$ cat config.mk
export PLATFORM = sky130hd
export DESIGN_NAME = keypad_scanner_flat
export DESIGN_NICKNAME = d
export VERILOG_FILES = /design/src/rtl/keypad_if.sv /design/src/rtl/keypad_scanner.sv /design/src/flat_wrapper.sv
export SDC_FILE = /design/constraint.sdc
export NUM_CORES = 1
export LEC_CHECK = 0
export ABC_AREA = 1
export CORE_MARGIN = 8
export CORE_UTILIZATION = 60
export CTS_CLUSTER_SIZE = 40
export DETAILED_ROUTE_END_ITERATION = 8
export PLACE_DENSITY = 0.91
export REMOVE_ABC_BUFFERS = 1
export SYNTH_ARGS = -nofsm -noshare
export SYNTH_HDL_FRONTEND = slang
export SYNTH_SLANG_ARGS = --single-unit
$ cat constraint.sdc
create_clock -name Clock -period 8.35 [get_ports Clock]
set_input_delay 0.835 -clock Clock [delete_from_list [all_inputs] [get_ports Clock]]
set_output_delay 0.835 -clock Clock [all_outputs]
set_load 0.05 [all_outputs]
$ cat src/rtl/keypad_if.sv
// keypad_if: pin-side and key-event signals of the matrix keypad scanner.
//   Rows       keypad row lines, active low (driven by the keypad)
//   Columns    one-hot-low column drive
//   KeyCode    code of the last accepted key (row*NUM_COLS + col)
//   KeyValid   accepted state is a single key
//   KeyPress   one-cycle strobe, new single key accepted
//   KeyRelease one-cycle strobe, accepted single key left
//   MultiKey   accepted state is "more than one contact"
// master = scanner side, slave = keypad/consumer side.
interface keypad_if #(
    parameter int NUM_ROWS = 4,
    parameter int NUM_COLS = 4
);
    localparam int CODE_W = (NUM_ROWS * NUM_COLS > 1) ? $clog2(NUM_ROWS * NUM_COLS) : 1;

    logic [NUM_ROWS-1:0] Rows;
    logic [NUM_COLS-1:0] Columns;
    logic [CODE_W-1:0]   KeyCode;
    logic                KeyValid;
    logic                KeyPress;
    logic                KeyRelease;
    logic                MultiKey;

    modport master (
        input  Rows,
        output Columns, KeyCode, KeyValid, KeyPress, KeyRelease, MultiKey
    );

    modport slave (
        output Rows,
        input  Columns, KeyCode, KeyValid, KeyPress, KeyRelease, MultiKey
    );
endinterface

$ cat src/rtl/keypad_scanner.sv
// keypad_scanner: self-scanning, debounced matrix keypad encoder.
// Drives one column low per dwell of SCAN_DIV cycles, samples the
// synchronised rows at the end of each dwell, condenses each full sweep
// into a frame candidate (NONE / KEY(code) / MULTI) and accepts a
// candidate once it has been seen on DEBOUNCE consecutive frames.
// Ports:
//   Clock  system clock, rising edge
//   Reset  asynchronous, active high
//   kp     keypad_if.master (Rows in; Columns, KeyCode, KeyValid,
//          KeyPress, KeyRelease, MultiKey out, all registered)
module keypad_scanner #(
    parameter int NUM_ROWS = 4,
    parameter int NUM_COLS = 4,
    parameter int SCAN_DIV = 1000,
    parameter int DEBOUNCE = 4
) (
    input  logic     Clock,
    input  logic     Reset,
    keypad_if.master kp
);
    localparam int CODE_W = (NUM_ROWS * NUM_COLS > 1) ? $clog2(NUM_ROWS * NUM_COLS) : 1;
    localparam int ROW_W  = (NUM_ROWS > 1) ? $clog2(NUM_ROWS) : 1;
    localparam int COL_W  = (NUM_COLS > 1) ? $clog2(NUM_COLS) : 1;
    localparam int CNT_W  = $clog2(SCAN_DIV);
    localparam int STB_W  = $clog2(DEBOUNCE + 1);

    typedef enum logic [1:0] {S_NONE, S_KEY, S_MULTI} kstate_t;

    logic [CNT_W-1:0]    cnt_q, cnt_d;
    logic [COL_W-1:0]    col_q, col_d;
    logic [NUM_ROWS-1:0] rows_s1, rows_s2;
    logic [1:0]          nacc_q, nacc_d;
    logic [CODE_W-1:0]   first_q, first_d;
    kstate_t             prev_q, prev_d, acc_q, acc_d, cand;
    logic [CODE_W-1:0]   prev_code_q, prev_code_d, cand_code;
    logic [STB_W-1:0]    stable_q, stable_d;
    logic [CODE_W-1:0]   code_q, code_d;
    logic                valid_q, valid_d, press_q, press_d;
    logic                release_q, release_d, multi_q, multi_d;

    logic [1:0]          n_col, n_tot;
    logic [2:0]          sum;
    logic [ROW_W-1:0]    low_row;
    logic [CODE_W-1:0]   col_code, first_tot;

    assign kp.Columns    = ~(NUM_COLS'(1) << col_q);
    assign kp.KeyCode    = code_q;
    assign kp.KeyValid   = valid_q;
    assign kp.KeyPress   = press_q;
    assign kp.KeyRelease = release_q;
    assign kp.MultiKey   = multi_q;

    always_comb begin
        cnt_d       = cnt_q;
        col_d       = col_q;
        nacc_d      = nacc_q;
        first_d     = first_q;
        prev_d      = prev_q;
        prev_code_d = prev_code_q;
        stable_d    = stable_q;
        acc_d       = acc_q;
        code_d      = code_q;
        valid_d     = valid_q;
        multi_d     = multi_q;
        press_d     = 1'b0;
        release_d   = 1'b0;
        cand        = S_NONE;
        cand_code   = '0;

        // Contacts on the current column; descending loop leaves the lowest row.
        n_col   = 2'd0;
        low_row = '0;
        for (int r = NUM_ROWS - 1; r >= 0; r--) begin
            if (!rows_s2[r]) begin
                low_row = ROW_W'(r);
                if (n_col != 2'd2) n_col = n_col + 2'd1;
            end
        end
        col_code  = CODE_W'(int'(low_row) * NUM_COLS + int'(col_q));
        sum       = {1'b0, nacc_q} + {1'b0, n_col};
        n_tot     = (sum >= 3'd2) ? 2'd2 : sum[1:0];
        // Columns are visited in ascending order, so the first one with a
        // contact owns the frame's reported code.
        first_tot = (nacc_q == 2'd0) ? col_code : first_q;

        if (cnt_q == CNT_W'(SCAN_DIV - 1)) begin
            cnt_d = '0;
            col_d = (col_q == COL_W'(NUM_COLS - 1)) ? '0 : col_q + COL_W'(1);
            if (col_q == COL_W'(NUM_COLS - 1)) begin
                // End of sweep: classify, debounce, maybe accept.
                cand = (n_tot == 2'd0) ? S_NONE : (n_tot == 2'd1) ? S_KEY : S_MULTI;
                if (cand == S_KEY) cand_code = first_tot;
                if (cand == prev_q && cand_code == prev_code_q)
                    stable_d = (stable_q == STB_W'(DEBOUNCE)) ? stable_q : stable_q + STB_W'(1);
                else
                    stable_d = STB_W'(1);
                prev_d      = cand;
                prev_code_d = cand_code;
                nacc_d      = 2'd0;
                first_d     = '0;
                if (stable_d == STB_W'(DEBOUNCE) &&
                    (cand != acc_q || (cand == S_KEY && cand_code != code_q))) begin
                    acc_d     = cand;
                    release_d = (acc_q == S_KEY);
                    valid_d   = (cand == S_KEY);
                    multi_d   = (cand == S_MULTI);
                    if (cand == S_KEY) begin
                        press_d = 1'b1;
                        code_d  = cand_code;
                    end
                end
            end else begin
                nacc_d  = n_tot;
                first_d = first_tot;
            end
        end else begin
            cnt_d = cnt_q + CNT_W'(1);
        end
    end

    always_ff @(posedge Clock or posedge Reset) begin
        if (Reset) begin
            cnt_q       <= '0;
            col_q       <= '0;
            rows_s1     <= '1;
            rows_s2     <= '1;
            nacc_q      <= 2'd0;
            first_q     <= '0;
            prev_q      <= S_NONE;
            prev_code_q <= '0;
            stable_q    <= '0;
            acc_q       <= S_NONE;
            code_q      <= '0;
            valid_q     <= 1'b0;
            press_q     <= 1'b0;
            release_q   <= 1'b0;
            multi_q     <= 1'b0;
        end else begin
            rows_s1     <= kp.Rows;
            rows_s2     <= rows_s1;
            cnt_q       <= cnt_d;
            col_q       <= col_d;
            nacc_q      <= nacc_d;
            first_q     <= first_d;
            prev_q      <= prev_d;
            prev_code_q <= prev_code_d;
            stable_q    <= stable_d;
            acc_q       <= acc_d;
            code_q      <= code_d;
            valid_q     <= valid_d;
            press_q     <= press_d;
            release_q   <= release_d;
            multi_q     <= multi_d;
        end
    end
endmodule

$ cat src/flat_wrapper.sv
// flat-port wrapper written by rule: the top's interface ports become plain ports
module keypad_scanner_flat 
#(
    parameter int NUM_ROWS = 4,
    parameter int NUM_COLS = 4,
    parameter int SCAN_DIV = 1000,
    parameter int DEBOUNCE = 4
)
  (Clock, Reset, kp_Rows, kp_Columns, kp_KeyCode, kp_KeyValid, kp_KeyPress, kp_KeyRelease, kp_MultiKey);
  keypad_if #(.NUM_ROWS(NUM_ROWS), .NUM_COLS(NUM_COLS)) kp_i ();
  input  logic Clock;
  input  logic Reset;
  input wire logic [$bits(kp_i.Rows)-1:0] kp_Rows;
  output wire logic [$bits(kp_i.Columns)-1:0] kp_Columns;
  output wire logic [$bits(kp_i.KeyCode)-1:0] kp_KeyCode;
  output wire logic [$bits(kp_i.KeyValid)-1:0] kp_KeyValid;
  output wire logic [$bits(kp_i.KeyPress)-1:0] kp_KeyPress;
  output wire logic [$bits(kp_i.KeyRelease)-1:0] kp_KeyRelease;
  output wire logic [$bits(kp_i.MultiKey)-1:0] kp_MultiKey;
  assign kp_i.Rows = kp_Rows;
  assign kp_Columns = kp_i.Columns;
  assign kp_KeyCode = kp_i.KeyCode;
  assign kp_KeyValid = kp_i.KeyValid;
  assign kp_KeyPress = kp_i.KeyPress;
  assign kp_KeyRelease = kp_i.KeyRelease;
  assign kp_MultiKey = kp_i.MultiKey;
  keypad_scanner #(.NUM_ROWS(NUM_ROWS), .NUM_COLS(NUM_COLS), .SCAN_DIV(SCAN_DIV), .DEBOUNCE(DEBOUNCE)) u_core (.Clock(Clock), .Reset(Reset), .kp(kp_i));
endmodule
==> results_dict.tcl, run 1 <==
set metrics [dict create \
    status "complete, no violations" \
    syn_inst 287 \
    dr_total_vias 1859 \
    io_pins 18 \
    synth_ff_type "dfrtp_1" \
    cts_buffer_depth 2 \
    rsz0062_at_grt "false" \
    hold_buffers 0 \
    post-route-period-util 0.456 \
    p_leak_uw 0.00139 \
    hold_ws_ns 0.359 \
    start_util 0.606 \
    antenna_found_initial 0 \
    yosysSeqAreaShare 0.458 \
    synth.avg_cell_area_um2 8.27 \
    drive_gt1_frac 0.110 \
    synth-seq-cells 43 \
    drtIter0Drc 96 \
    cts_tree "yes" \
    cts.repair.resized 0 \
    tns_ns 0 \
    antenna_cells 0 \
    cp_slowest_cell "fa_1" \
    row_count 23 \
    cap_violations 0 \
    crit_path_start_kind "flop" \
    synth_area_mm2 0.00237 \
    cts.sinks 43 \
    groute.usage.overall 0.163 \
    via_per_inst 5.16 \
    finClkSkew_ns 0.00707 \
    first_global_vias 1793 \
    layout_common_cells "nand2_1, inv_1, dfrtp_1" \
    grt_max_degree 44 \
    slowest_delay_ns 0.58 \
    cts_buffers 5 \
    crit_chain "inv_1, ha_1, mux2i_1, ha_1, nor2_1, a21oi_1, ha_1, inv_1, fa_1, nand2_4, nor2_8, nand3_4, nand2_2, nand2_1, nor2_2, nand2_1, nor2_2, nand2_2, nor2_8, nand3_2, nand2_1, nand2_1" \
    worst_skew_pair.late_latency_ns 0.30 \
    hpwl_um 3330 \
    setup_viol 0 \
    timing.final.ws_setup_ns 4.54 \
    ir_worst_vdd_mv 0.141 \
    postCtsSetupRepairBufs 0 \
    die_area_mm2 0.00622 \
    port_buffers 17 \
    htree_levels 2 \
    worstMarginPinSlew_ns 0.549 \
    crit_path_end_kind "flop" \
    slew_violations 0 \
    nets 329 \
    routabilityCongestion 0.871 \
    power_density_mw_per_mm2 151 \
    hold_class "flop to flop" \
    max_freq_mhz 263 \
    clk_pin_slew_worst_paths_ns 0.07 \
    crit_type "flop to flop" \
    async_flop_share 1.00 \
    routedWlPerCell_um 12.9 \
    synth_edf_count 0 \
    root_buffer "clkbuf_8" \
    rrSetupSlack_ns 4.54 \
    gr-total-overflow 0 \
    drt-total-wl_um 4640 \
    place_ws_ns 4.56 \
    cp_max_fo 18 \
    ant_nets 0 \
    synth_cell_type_count 28 \
    hold_viol_final 0 \
    cp_common_cell "nand2_1" \
    dr.pass1.iters 4 \
    cp.required_ns 8.54 \
    die_w_um 78.9 \
    core-area_mm2 0.00391 \
    syn_to_final_growth_pct 14.4 \
    worstPathArrival_ns 4.00 \
    final_common_cell "nand2_1" \
    min_period_ns 3.81 \
    drc 0 \
    grt_pass1_wl_um 8100 \
    slew-limit-headroom 0.633 \
    yosys_warnings 0 \
    fp.dieH_um 78.9 \
]
[final timing paths]
check                                                  from                          endpoint  cells after the start
worst max-delay path            u_core.rows_s2[2]$_DFF_PP1_  u_core.kp.KeyCode[1]$_DFFE_PP0P_                     22
worst min-delay path            u_core.rows_s1[3]$_DFF_PP1_       u_core.rows_s2[3]$_DFF_PP1_                      0
worst max register to register  u_core.rows_s2[2]$_DFF_PP1_  u_core.kp.KeyCode[1]$_DFFE_PP0P_                     22
worst min register to register  u_core.rows_s1[3]$_DFF_PP1_       u_core.rows_s2[3]$_DFF_PP1_                      0
max in group asynchronous                             Reset       u_core.rows_s1[2]$_DFF_PP1_                      3
min in group asynchronous                             Reset  u_core.kp.KeyCode[2]$_DFFE_PP0P_                      3
[power by group]
| group | internal (uW) | switching [uW] |
|---|---|---|
| Clock | 96.7 | 69.5 |
| Sequential | 212 | 1.48 |
| Combinational | 10.3 | 21.7 |
| Total | 319 | 92.7 |
[synth_stat cells (2+ instances only)]
library cell	number	area share
dfrtp_1	35	0.37
o22ai_1	3	0.0079
xor2_1	5	0.018
dfstp_2	8	0.089
nand2_1	75	0.12
inv_1	49	0.077
nor2_8	2	0.017
nor2_2	2	0.0053
o21ai_0	21	0.044
nor2_1	18	0.028
nand4_1	8	0.021
ha_1	13	0.069
nor3_1	4	0.0084
nand2_2	4	0.011
nand3_1	15	0.032
a21oi_1	10	0.021
clkbuf_1	2	0.0032
nand3_4	2	0.015
nor3_2	2	0.0084
[worst max-delay path, delay by kind of cell (launching register included)]
family | cells | cell delay, ns
buffers and inverters | 2 | 0.10
AO/OA/AOI/OAI | 1 | 0.12
flip-flops | 1 | 0.56
adder cells (fa/ha/maj) | 4 | 1.21
AND/OR/NAND/NOR | 14 | 1.49
multiplexers | 1 | 0.20
[cell type report]
class | count | area, um^2
sequential | 43 | 1090
clock buffer | 6 | 82.6
fill | 292 | 1200
tap | 50 | 62.6
clock inverter | 2 | 35.0
inverter | 50 | 188
multi-input combinational | 191 | 1080
timing repair buffer | 18 | 178
[kinds of logic after synthesis]
| family | Yosys count | synth area share |
|---|---|---|
| XOR/XNOR | 5 | 0.0184 |
| multiplexers | 1 | 0.00422 |
| flip-flops | 43 | 0.458 |
| AO/OA/AOI/OAI | 35 | 0.0770 |
| buffers and inverters | 53 | 0.0854 |
| AND/OR/NAND/NOR | 136 | 0.280 |
| adder cells (fa/ha/maj) | 14 | 0.0770 |
[metrics by stage]
step                      power (uW)   util  std cells  cell area (um^2)
final                            411  0.694        360              2720
after global routing             427  0.694        360              2720
after CTS                        415  0.694        360              2720
after detailed placement         249  0.664        352              2600
after global placement           248  0.664        352              2600
after floorplan                  240      -        284              2360
[per-layer routing]
layer	routed length, um	vias to the layer above	track usage	share of wire
met5	0	-	0	0
met4	119	0	0.100	0.026
met3	174	9	0.0418	0.038
met2	2350	32	0.269	0.51
met1	1990	876	0.185	0.43
li1	-	942	-	-
[state kept, by name (all words and copies together), names as in the netlist, 2 cells and up]
register,count
u_core.cnt_q,10
u_core.col_q,2
u_core.first_q,4
u_core.kp.KeyCode,4
u_core.nacc_q,2
u_core.prev_code_q,4
u_core.prev_q,2
u_core.rows_s1,4
u_core.rows_s2,4
u_core.stable_q,3
Power figures use the tool's default switching activity.
==> run 2, diff against run 1 <==
--- a/config.mk
+++ b/config.mk
@@ -7,10 +7,10 @@
 export LEC_CHECK = 0
 export ABC_AREA = 1
 export CORE_MARGIN = 8
-export CORE_UTILIZATION = 60
+export CORE_UTILIZATION = 58
 export CTS_CLUSTER_SIZE = 40
 export DETAILED_ROUTE_END_ITERATION = 8
-export PLACE_DENSITY = 0.91
+export PLACE_DENSITY = 0.88
 export REMOVE_ABC_BUFFERS = 1
 export SYNTH_ARGS = -nofsm -noshare
 export SYNTH_HDL_FRONTEND = slang
==> constraint.sdc (replaced) <==
create_clock -name Clock -period 3.6 [get_ports Clock]
set_input_delay 0.36 -clock Clock [delete_from_list [all_inputs] [get_ports Clock]]
set_output_delay 0.36 -clock Clock [all_outputs]
set_load 0.05 [all_outputs]
==> results_dict.tcl, run 2 (same netlist as run 1, synthesis figures left out) <==
set metrics [dict create \
    drtIter0Drc 301 \
    worstMarginPinSlew_ns 0.530 \
    rsz0062_at_grt "true" \
    worst_skew_pair.late_latency_ns 0.31 \
    fp.dieH_um 80.0 \
    crit_path_start_kind "flop" \
    final_common_cell "nand2_1" \
    final_util 0.769 \
    ir_worst_vdd_mv 0.302 \
    post-route-period-util 1.09 \
    drc 0 \
    swShare 0.250 \
    clk_pin_slew_worst_paths_ns 0.08 \
    comb_power_share 0.127 \
    worstPathArrival_ns 4.12 \
    hold_class "flop to flop" \
    tns_ns -2.79 \
    dr.pass1.iters 6 \
    top_register "u_core.cnt_q" \
    antenna_found_initial 0 \
    nets 352 \
    groute.usage.overall 0.191 \
    io_pins 18 \
    total_power_uw 1020 \
    cp.required_ns 3.79 \
    finClkSkew_ns 0.0125 \
    slew_violations 0 \
    die_area_mm2 0.00640 \
    grt_max_degree 44 \
    power_density_mw_per_mm2 335 \
    routabilityCongestion 0.902 \
    slew-limit-headroom 0.646 \
    design_area_mm2 0.00305 \
    p_leak_uw 0.00153 \
    max_freq_mhz 254 \
    first_global_vias 2060 \
    crit_path_end_kind "flop" \
    cts_tree "yes" \
    timing.final.ws_setup_ns -0.338 \
    dpl_cell_area_mm2 0.00263 \
    crit_type "flop to flop" \
    hold_viol_final 0 \
    grt_pass1_wl_um 9630 \
    clkPwrFrac 0.389 \
    min_period_ns 3.94 \
    core-area_mm2 0.00397 \
    root_buffer "clkbuf_8" \
    via_per_inst 5.90 \
    drive_gt1_frac 0.255 \
    routedWlPerCell_um 18.4 \
    row_count 23 \
    whs_path_depth 0 \
    status "finished, violations left" \
    internal_power_uw 767 \
    largest_register_ffs 10 \
    antenna_cells 0 \
    pwr-share-seq 0.484 \
    hpwl_um 3430 \
    htree_levels 2 \
    start_util 0.598 \
    r2r_cells 22 \
    place_ws_ns -0.0377 \
    cts.sinks 43 \
    die_w_um 80.0 \
    cts_buffers 5 \
    hold_buffers 0 \
    drt-total-wl_um 7050 \
    cts_buffer_depth 2 \
    syn_to_final_growth_pct 28.7 \
    cap_violations 0 \
    ant_nets 0 \
    violations "negative setup slack" \
    cp_max_fo 7 \
    layout_common_cells "nand2_1, inv_1, dfrtp_1" \
    setup_viol 11 \
    gr-total-overflow 0 \
    port_buffers 17 \
    dr_total_vias 2258 \
    p_sw_uw 255 \
]
[run 2: cell types whose count changed in the layout (fill, tap and decap cells not counted), sizes merged]
cell  before  now
buf        1   23
nor2      23   24
[run 2: critical path, cell delays in order, from the launching register on]
cell     delay [ns]
dfstp_2        0.55
inv_2          0.05
ha_4           0.24
mux2i_4        0.16
ha_2           0.21
nor2_2         0.04
a21oi_2        0.11
ha_2           0.18
inv_2          0.04
fa_2           0.58
nand2_4        0.11
nor2_8         0.23
nand3_4        0.13
nand2_4        0.12
nand2_2        0.07
nor2_2         0.13
nand2_2        0.13
nor2_4         0.19
nand2_4        0.09
nor2_8         0.19
nand2_1        0.08
o21ai_0        0.12
inv_1          0.06
[run 2: power by group through the flow]
stage	sequential, uW	clock [uW]	combinational [uW]
after global placement	503	0	77.2
after detailed placement	504	0	80.2
after floorplan	503	0	54.9
final	495	398	130
after global routing	496	420	139
after CTS	494	399	94.1
[run 2: per-stage QoR]
step                hold WS [ns]  cells
floorplan                  0.345    284
CTS                        0.358    369
global placement           0.346    356
finish                     0.359    383
global route               0.362    383
detailed placement         0.347    356
[run 2: cell type report]
class,count,area (um^2)
multi-input cells,192,1230
fillers,229,917
repair buffers,40,373
inverters,50,188
flip-flops and latches,43,1090
clock buffers,6,82.6
clock inverters,2,35.0
well taps,50,62.6
[run 2: path summary, 6_finish.rpt]
path	start	to	slack, ns
setup / recovery	u_core.rows_s2[2]$_DFF_PP1_	u_core.kp.MultiKey$_DFFE_PP0P_	-0.34
hold / removal	u_core.rows_s1[0]$_DFF_PP1_	u_core.rows_s2[0]$_DFF_PP1_	0.36
setup reg to reg	u_core.rows_s2[2]$_DFF_PP1_	u_core.kp.MultiKey$_DFFE_PP0P_	-0.34
hold reg to reg	u_core.rows_s1[0]$_DFF_PP1_	u_core.rows_s2[0]$_DFF_PP1_	0.36
max in group asynchronous	Reset	u_core.rows_s2[2]$_DFF_PP1_	2.72
min in group asynchronous	Reset	u_core.kp.KeyCode[2]$_DFFE_PP0P_	0.49
[run 2: timing repair]
action	in CTS	in global routing
endpoints found under the setup margin	7	11
gates resized for setup	13	33
pin swaps	3	14
cloned	1	0
buffers inserted	4	15
[run 2: metal layers]
metal  track usage  share of wire  vias to the layer above
met5             0              0                        -
met2         0.320           0.48                      172
met4         0.115          0.060                        0
met3        0.0518          0.089                       51
li1              -              -                      992
met1         0.211           0.37                     1043
==> run 3, diff against run 2 <==
--- a/config.mk
+++ b/config.mk
@@ -12,6 +12,7 @@
 export DETAILED_ROUTE_END_ITERATION = 8
 export PLACE_DENSITY = 0.88
 export REMOVE_ABC_BUFFERS = 1
+export SLEW_MARGIN = 20
 export SYNTH_ARGS = -nofsm -noshare
 export SYNTH_HDL_FRONTEND = slang
 export SYNTH_SLANG_ARGS = --single-unit
==> results of run 3 <==
Final layout, timing and power as in run 2 (identical DEF).
